`src/rtl/anode_scan_ctrl.sv`:
```
// Multiplexed common-anode 7-segment scan controller: slot prescaler, digit walker,
// and registered active-low anode drive with guard band, blanking and 16-level dimming.
module anode_scan_ctrl #(
  parameter int unsigned NDIG     = 8,
  parameter int unsigned PRESCALE = 100000,
  parameter int unsigned GUARD    = 2
) (
  input  logic                       clk,
  input  logic                       rst,
  input  logic                       en,
  input  logic [$clog2(NDIG+1)-1:0]  n_active,
  input  logic [NDIG-1:0]            digit_en,
  input  logic [3:0]                 dim,
  output logic [$clog2(NDIG)-1:0]    digit_sel,
  output logic                       scan_tick,
  output logic [NDIG-1:0]            an_l
);

  localparam int unsigned CW    = $clog2(PRESCALE);
  localparam int unsigned PW    = $clog2(PRESCALE + 1);
  localparam int unsigned IW    = $clog2(NDIG);
  localparam int unsigned NW    = $clog2(NDIG + 1);
  localparam int unsigned SLICE = PRESCALE / 16;

  logic [CW-1:0]   cnt;
  logic [IW-1:0]   idx;

  logic [NW-1:0]   n_eff_c;
  logic            wrap_c;
  logic [PW-1:0]   lim_c;
  logic            on_c;
  logic            idx_live_c;
  logic [NDIG-1:0] req_c;

  // Effective digit count, slot boundary and brightness window.
  always_comb begin
    n_eff_c    = (n_active > NW'(NDIG)) ? NW'(NDIG) : n_active;
    wrap_c     = (cnt == CW'(PRESCALE - 1));
    lim_c      = PW'((32'(dim) + 32'd1) * SLICE);
    on_c       = (PW'(cnt) >= PW'(GUARD)) && (PW'(cnt) < lim_c);
    idx_live_c = (n_eff_c != '0) && (NW'(idx) < n_eff_c);
  end

  // Anode request: at most one bit low, blanked outside the window or when disabled.
  always_comb begin
    req_c = '1;
    if (en && idx_live_c && digit_en[idx] && on_c) begin
      req_c = ~(NDIG'(1) << idx);
    end
  end

  always_ff @(posedge clk) begin
    if (rst) begin
      cnt       <= '0;
      idx       <= '0;
      scan_tick <= 1'b0;
      an_l      <= '1;
    end else begin
      cnt       <= wrap_c ? '0 : cnt + CW'(1);
      scan_tick <= wrap_c && (n_eff_c != '0);
      an_l      <= req_c;
      // A shrunken n_active pulls an out-of-range idx back to 0 at the boundary.
      if (wrap_c) begin
        if ((n_eff_c == '0) || (NW'(idx) >= n_eff_c - NW'(1))) begin
          idx <= '0;
        end else begin
          idx <= idx + IW'(1);
        end
      end
    end
  end

  assign digit_sel = idx;

endmodule

```
`config.mk`:
```
export PLATFORM = sky130hd
export DESIGN_NAME = anode_scan_ctrl
export DESIGN_NICKNAME = d
export VERILOG_FILES = /design/src/rtl/anode_scan_ctrl.sv
export SDC_FILE = /design/constraint.sdc
export NUM_CORES = 1
export LEC_CHECK = 0
export BUFFER_PORTS_ARGS = -buffer_cell sky130_fd_sc_hd__buf_2
export CAP_MARGIN = 10
export CORE_MARGIN = 2
export CORE_UTILIZATION = 40
export DETAILED_ROUTE_END_ITERATION = 8
export GPL_TIMING_DRIVEN = 0
export PLACE_DENSITY = 0.58
export SLEW_MARGIN = 0
export SYNTH_ARGS = -nofsm -noshare
export SYNTH_HDL_FRONTEND = slang
export SYNTH_SLANG_ARGS = --single-unit
```
`constraint.sdc`:
```
create_clock -name clk -period 13.7 [get_ports clk]
set_input_delay 2.055 -clock clk [delete_from_list [all_inputs] [get_ports clk]]
set_output_delay 2.055 -clock clk [all_outputs]
set_load 0.1 [all_outputs]
```
==> flow_summary.ini, run 1 <==
[outcome]
status = finished, final reports clean

[timing]
tns_ns = 0
fmax_mhz = 135
setup-violations-final = 0
finalCriticalPeriod_ns = 7.43
worst_pin_slew_ns = 0.616
finalWorstSetupSlack_ns = 6.27
finalCritPeriodShare_pct = 54.2
hold_viol_final = 0
slew_violations = 0
max_slew_margin_pct = 57.9
rsz0062_at_grt = no
finClkSkew_ns = 0.00747

[global_route]
grt_antenna_before_repair = 0
grt_remaining_overflow = 0
track_usage_pct = 15.7
grt_pass1_vias = 1948
grt_pass1_wl_microns = 9150
grt_max_degree = 11

[clock_network]
cts_buffer_depth = 2
cts_setup_buffers = 0
cts_buffers = 5
cts-root-buf = clkbuf_8
holdBufCountCts = 0
cts.repair.resized = 0
clk_pin_slew_worst_paths_ns = 0.06
htree_levels = 2
cts_sinks = 29
clkLatencyLatePin_ns = 0.28
cts_tree = built

[logic_synthesis]
synthMostInstantiatedCell = ha_1
synth_adder_area_share_pct = 30.4
yosysTopAreaCell = ha_1
synth_seq_cells = 29
synth_area_sq_um = 2570
ys_warn_count = 0
syn-mean-instance-area_sq_um = 8.94
ys_seq_area_share_pct = 22.5
synth_cells = 288
synth_commonest_cells = 61 x ha_1, 29 x dfxtp_1, 22 x nor2_1
yosysUniqueCellTypes = 43
synth_top_area_share_pct = 29.6
netlist_top_cells_area = ha_1 30%, dfxtp_1 23%, xnor2_1 5.1%
muxShareOfSynthArea_pct = 2.14
synth_xor_area_share_pct = 9.86
synth_top_family_by_area = adder cells
synth-simple-area-share_pct = 18.7
syn_nets = 369
ys.flop_type = dfxtp_1
synth_edf_count = 0
synth_compound_area_share_pct = 12.2
async_reset_ff_share_pct = 0

[layout]
n_antenna_cell = 0
drive_above_1_share_pct = 13.5
syn2layout_area_growth_pct = 14.1
nNetsFinal = 406
final_util_pct = 46.8

[setup_path]
critPathLaunch = dim[0]
critical_path.top_delay_family = compound AO/OA/AOI/OAI gates
crit_path_start_kind = input pin
r2r_start = cnt[1]
crit_path_max_incr_delay_ns = 0.58
cp-end-kind = flop
worstPathArrival_ns = 7.57
path_common_cell = ha_1
path_class = in2reg
crit_required_ns = 13.85
path_buf_inv = 1
crit_path_cell_trace = buf_2 -> ha_1 -> xor2_1 -> ha_1 -> xor2_1 -> ha_1 -> ha_1 -> ha_1 -> a21o_1 -> a221oi_1 -> nor2_1 -> a2111oi_0 -> a21oi_1 -> xnor2_1 -> ha_1 -> nor4b_1 -> o21ai_0 -> a2111oi_0 -> o41a_1 -> nand4_1
crit_path_top_delay_cell = a2111oi_0
cp_max_fo = 8

[place]
post-place-ws_ns = 5.96
hpwl_microns = 4410
place_congestion = 0.793
port_buffers = 30

[pwr]
power.total_mw = 0.259
p_leak_nw = 1.45
combPwrFrac_pct = 31.4
switching_share_pct = 30.0
seqPwrFrac_pct = 33.3
internal-power_mw = 0.182
p_switching_mw = 0.0777
ir_drop_mv = 0.0421
power_density_nw_per_um2 = 88.3
clkPwrFrac_pct = 35.3

[detailed_routing]
wire_per_inst_microns = 13.3
ant_nets = 0
viasPerCell = 5.30
drc = 0
drtIter0Drc = 73
vias = 2137
firstDrtPassIters = 4
drt_wl_total_microns = 5350

[flow_run]
maxCapViolations = 0

[floorplanning]
die_height_microns = 84.2
pin_count = 31
die_area_sq_um = 7100
die_x_microns = 84.2
start_util_pct = 41.0
rows = 29
core_sq_um = 6280

[min_path]
min_from = cnt[0]
hp-class = reg2reg
## cell type report
| class | count | area, sq um |
|---|---|---|
| Buffer | 5 | 28.8 |
| Multi-Input combinational cell | 233 | 1890 |
| Timing Repair Buffer | 30 | 150 |
| Clock buffer | 7 | 86.3 |
| Inverter | 21 | 78.8 |
| Sequential cell | 29 | 581 |
| Fill cell | 641 | 3340 |
| Tap cell | 77 | 96.3 |
| Clock inverter | 1 | 30.0 |
## power by group through the flow
stage	Combinational, mW	Clock, mW	Sequential (mW)
floorplan	0.0626	0	0.0885
global placement	0.0814	0	0.0882
detailed placement	0.0830	0	0.0882
CTS	0.0835	0.0932	0.0864
global route	0.0955	0.0979	0.0864
finish	0.0815	0.0916	0.0863
## layout by cell type, fill, tap and decap left out, types with 2 or more instances in the layout
master and count:
ha_1 61, buf_2 31, dfxtp_1 29, nor2_1 22, inv_1 21, a21oi_1 17
xnor2_1 15, xor2_1 14, nand2_1 14, nand4_1 13, nand3_1 10, a21o_1 10
o21ai_0 9, nand2b_1 6, clkbuf_8 6, and3_1 5, nor4_1 5, o21bai_1 3
or3_1 3, a2111oi_0 2, nor3_1 2, clkbuf_2 2, mux4_2 2, a22o_1 2
## worst reg2reg max path, delay by kind of cell (launching register included)
| family | cells | cell delay, ns |
|---|---|---|
| simple gates | 4 | 1.05 |
| buf+inv | 2 | 0.43 |
| flops | 1 | 0.42 |
| fa+ha+maj | 1 | 0.27 |
## logic make-up (layout without fill, tap and decap cells)
logic type,after synthesis,in the layout
buf+inv,26,64
simple gates,90,90
mux,3,3
fa+ha+maj,62,62
flops,29,29
xor+xnor,29,29
compound gates,49,49
## routing by layer
metal	global-route usage, %	share of wire [%]	vias to the layer above
li1	-	-	1113
met1	22.3	51	986
met2	25.0	45	32
met3	3.05	3.0	6
met4	3.08	0.75	0
met5	0	0	-
## sequential cells by signal, indices dropped and copies added, names as in the netlist
| name | flops |
|---|---|
| cnt | 17 |
| scan_tick | 1 |
| digit_sel | 3 |
| an_l | 8 |
## path summary, 6_finish.rpt
check                           depth (start not counted)      end  slack, ns
worst max-delay path                                   20  an_l[0]       6.27
worst min-delay path                                    1   cnt[0]       0.46
worst max register to register                          7  cnt[10]      11.42
worst min register to register                          1   cnt[0]       0.46
## through the flow
| stage | cell area (sq um) | hold slack, ns | std cells |
|---|---|---|---|
| 2_1_floorplan | 2570 | 0.430 | 288 |
| 4_1_cts | 2940 | 0.469 | 403 |
| 5_1_grt | 2940 | 0.511 | 403 |
| 6_report | 2940 | 0.462 | 403 |
| 3_5_place_dp | 2820 | 0.456 | 395 |
| 3_3_place_gp | 2820 | 0.446 | 395 |
Note: power is estimated with default switching activity, not from simulation.
==> run 2, diff against run 1 <==
Settings changed: PLACE_DENSITY 0.58 to 0.61.
Clock period 13.7 ns to 6.8 ns, I/O delays scaled along.
==> run 2 against run 1 <==
  * Clock-buffer cell count decreased by 2
  * Power increased by 84%
  * Worst setup slack got worse by 5.8 ns
  * Register-to-register slack got worse by 6.9 ns
  * Flip-flop and latch count unchanged
  * Cell area decreased by 0.98%
  * Combinational power increased by 100%
  * Global-route usage increased by 0.069 points
  * Critical path depth unchanged
  * Non-clock buffer count unchanged
  * Utilization decreased by 0.46 points
  * Hold slack improved by 0.011 ns
  * Critical endpoint is now an_l[1]
  * Largest cell class unchanged
==> flow_summary.ini, run 2 (same netlist as run 1, synthesis figures left out) <==
[pwr]
clkPwrFrac_pct = 29.1
power_density_nw_per_um2 = 164
ir_drop_mv = 0.111
seqPwrFrac_pct = 36.4
p_leak_nw = 1.43
p_switching_mw = 0.161
combPwrFrac_pct = 34.6
switching_share_pct = 33.7
internal-power_mw = 0.317

[global_route]
grt_pass1_wl_microns = 9220
track_usage_pct = 15.8
grt_antenna_before_repair = 0
grt_remaining_overflow = 0
grt_pass1_vias = 2003
grt_max_degree = 11

[setup_path]
path_common_cell = ha_1
crit_path_cell_trace = buf_2 -> ha_1 -> xor2_1 -> ha_1 -> xor2_1 -> ha_1 -> ha_1 -> ha_1 -> a21o_1 -> a221oi_1 -> nor2_1 -> a2111oi_1 -> o21ai_0 -> xnor2_1 -> ha_1 -> a21o_1 -> a21o_1 -> a2111oi_0 -> o41a_1 -> nand4_1
cp_max_fo = 8
crit_path_start_kind = input pin
path_class = in2reg
critical_path.top_delay_family = compound AO/OA/AOI/OAI gates
path_buf_inv = 1
cp-end-kind = flop
crit_path_max_incr_delay_ns = 0.51
crit_required_ns = 6.95
crit_path_top_delay_cell = a2111oi_1
worstPathArrival_ns = 6.48

[timing]
worst_pin_slew_ns = 0.518
rsz0062_at_grt = no
finalCritPeriodShare_pct = 93.0
finalWorstSetupSlack_ns = 0.475
slew_violations = 0
fmax_mhz = 158
setup-violations-final = 0
max_slew_margin_pct = 65.3
hold_viol_final = 0
tns_ns = 0
finalCriticalPeriod_ns = 6.33
finClkSkew_ns = 0.00672

[layout]
syn2layout_area_growth_pct = 13.0
nNetsFinal = 406
largest_reg_flops = 17
regMostFlops = cnt
n_antenna_cell = 0
drive_above_1_share_pct = 13.8
final_cells = 403
layout_common_cells = 61 x ha_1, 31 x buf_2, 29 x dfxtp_1, 22 x nor2_1, 21 x inv_1
final_common_cell = ha_1

[clock_network]
holdBufCountCts = 0
cts_tree = built
cts_buffer_depth = 2
clkLatencyLatePin_ns = 0.28
cts_sinks = 29
cts_setup_buffers = 0
cts_buffers = 5
cts.repair.resized = 0
cts-root-buf = clkbuf_8
htree_levels = 2
clk_pin_slew_worst_paths_ns = 0.07

[flow_run]
maxCapViolations = 0

[detailed_routing]
drtIter0Drc = 73
vias = 2114
viasPerCell = 5.25
drc = 0
drt_wl_total_microns = 5360
firstDrtPassIters = 4
wire_per_inst_microns = 13.3
ant_nets = 0

[floorplanning]
die_area_sq_um = 7100
die_height_microns = 84.2
start_util_pct = 41.0
rows = 29
die_x_microns = 84.2
pin_count = 31
core_sq_um = 6280

[place]
post-place-ws_ns = 0.114
place_inst = 395
port_buffers = 30
hpwl_microns = 4400
place_congestion = 0.805

[outcome]
status = finished, final reports clean

[min_path]
hp-class = reg2reg
[run 2: final timing paths]
path | startpoint | end | slack, ns | cells past startpoint
setup / recovery | dim[0] | an_l[1] | 0.47 | 20
hold / removal | cnt[0] | cnt[0] | 0.47 | 1
setup reg to reg | digit_sel[1] | an_l[1] | 4.52 | 7
hold reg to reg | cnt[0] | cnt[0] | 0.47 | 1
[run 2: worst reg2reg max path, cell delays in order (launching register included)]
cell	delay (ns)
dfxtp_1	0.53
ha_1	0.29
nor2b_1	0.12
o21ai_0	0.16
a21oi_1	0.09
a2111oi_0	0.36
o41a_1	0.44
nand4_1	0.15
[run 2: cell type report]
class,count,area (sq um)
buffer,5,28.8
clock buffer,5,68.8
clock inverter,3,17.5
fill,636,3370
inverter,21,78.8
multi-input combinational,233,1890
sequential,29,581
tap,77,96.3
timing repair buffer,30,150
[run 2: per-stage QoR]
step	util, %	instance area, sq um	hold WS, ns	power, mW
6_report	46.3	2910	0.473	0.478
5_1_grt	46.3	2910	0.482	0.515
4_1_cts	46.3	2910	0.473	0.483
3_5_place_dp	44.9	2820	0.451	0.344
3_3_place_gp	44.9	2820	0.446	0.341
2_1_floorplan	-	2570	0.430	0.304
[run 2: layer usage]
metal	wire length (microns)	global-route usage, %	vias up	share of wire (%)
met5	0	0	-	0
met4	51	3.08	0	0.95
met3	245	2.65	8	4.6
met2	2470	26.0	41	46
met1	2600	21.9	958	48
li1	-	-	1107	-
[run 2: power groups by stage]
stage / logic [mW] / clock network [mW] / registers, mW
finish: 0.165 / 0.139 / 0.174
global route: 0.191 / 0.150 / 0.174
floorplan: 0.126 / 0 / 0.178
detailed placement: 0.167 / 0 / 0.178
CTS: 0.168 / 0.141 / 0.174
global placement: 0.163 / 0 / 0.178
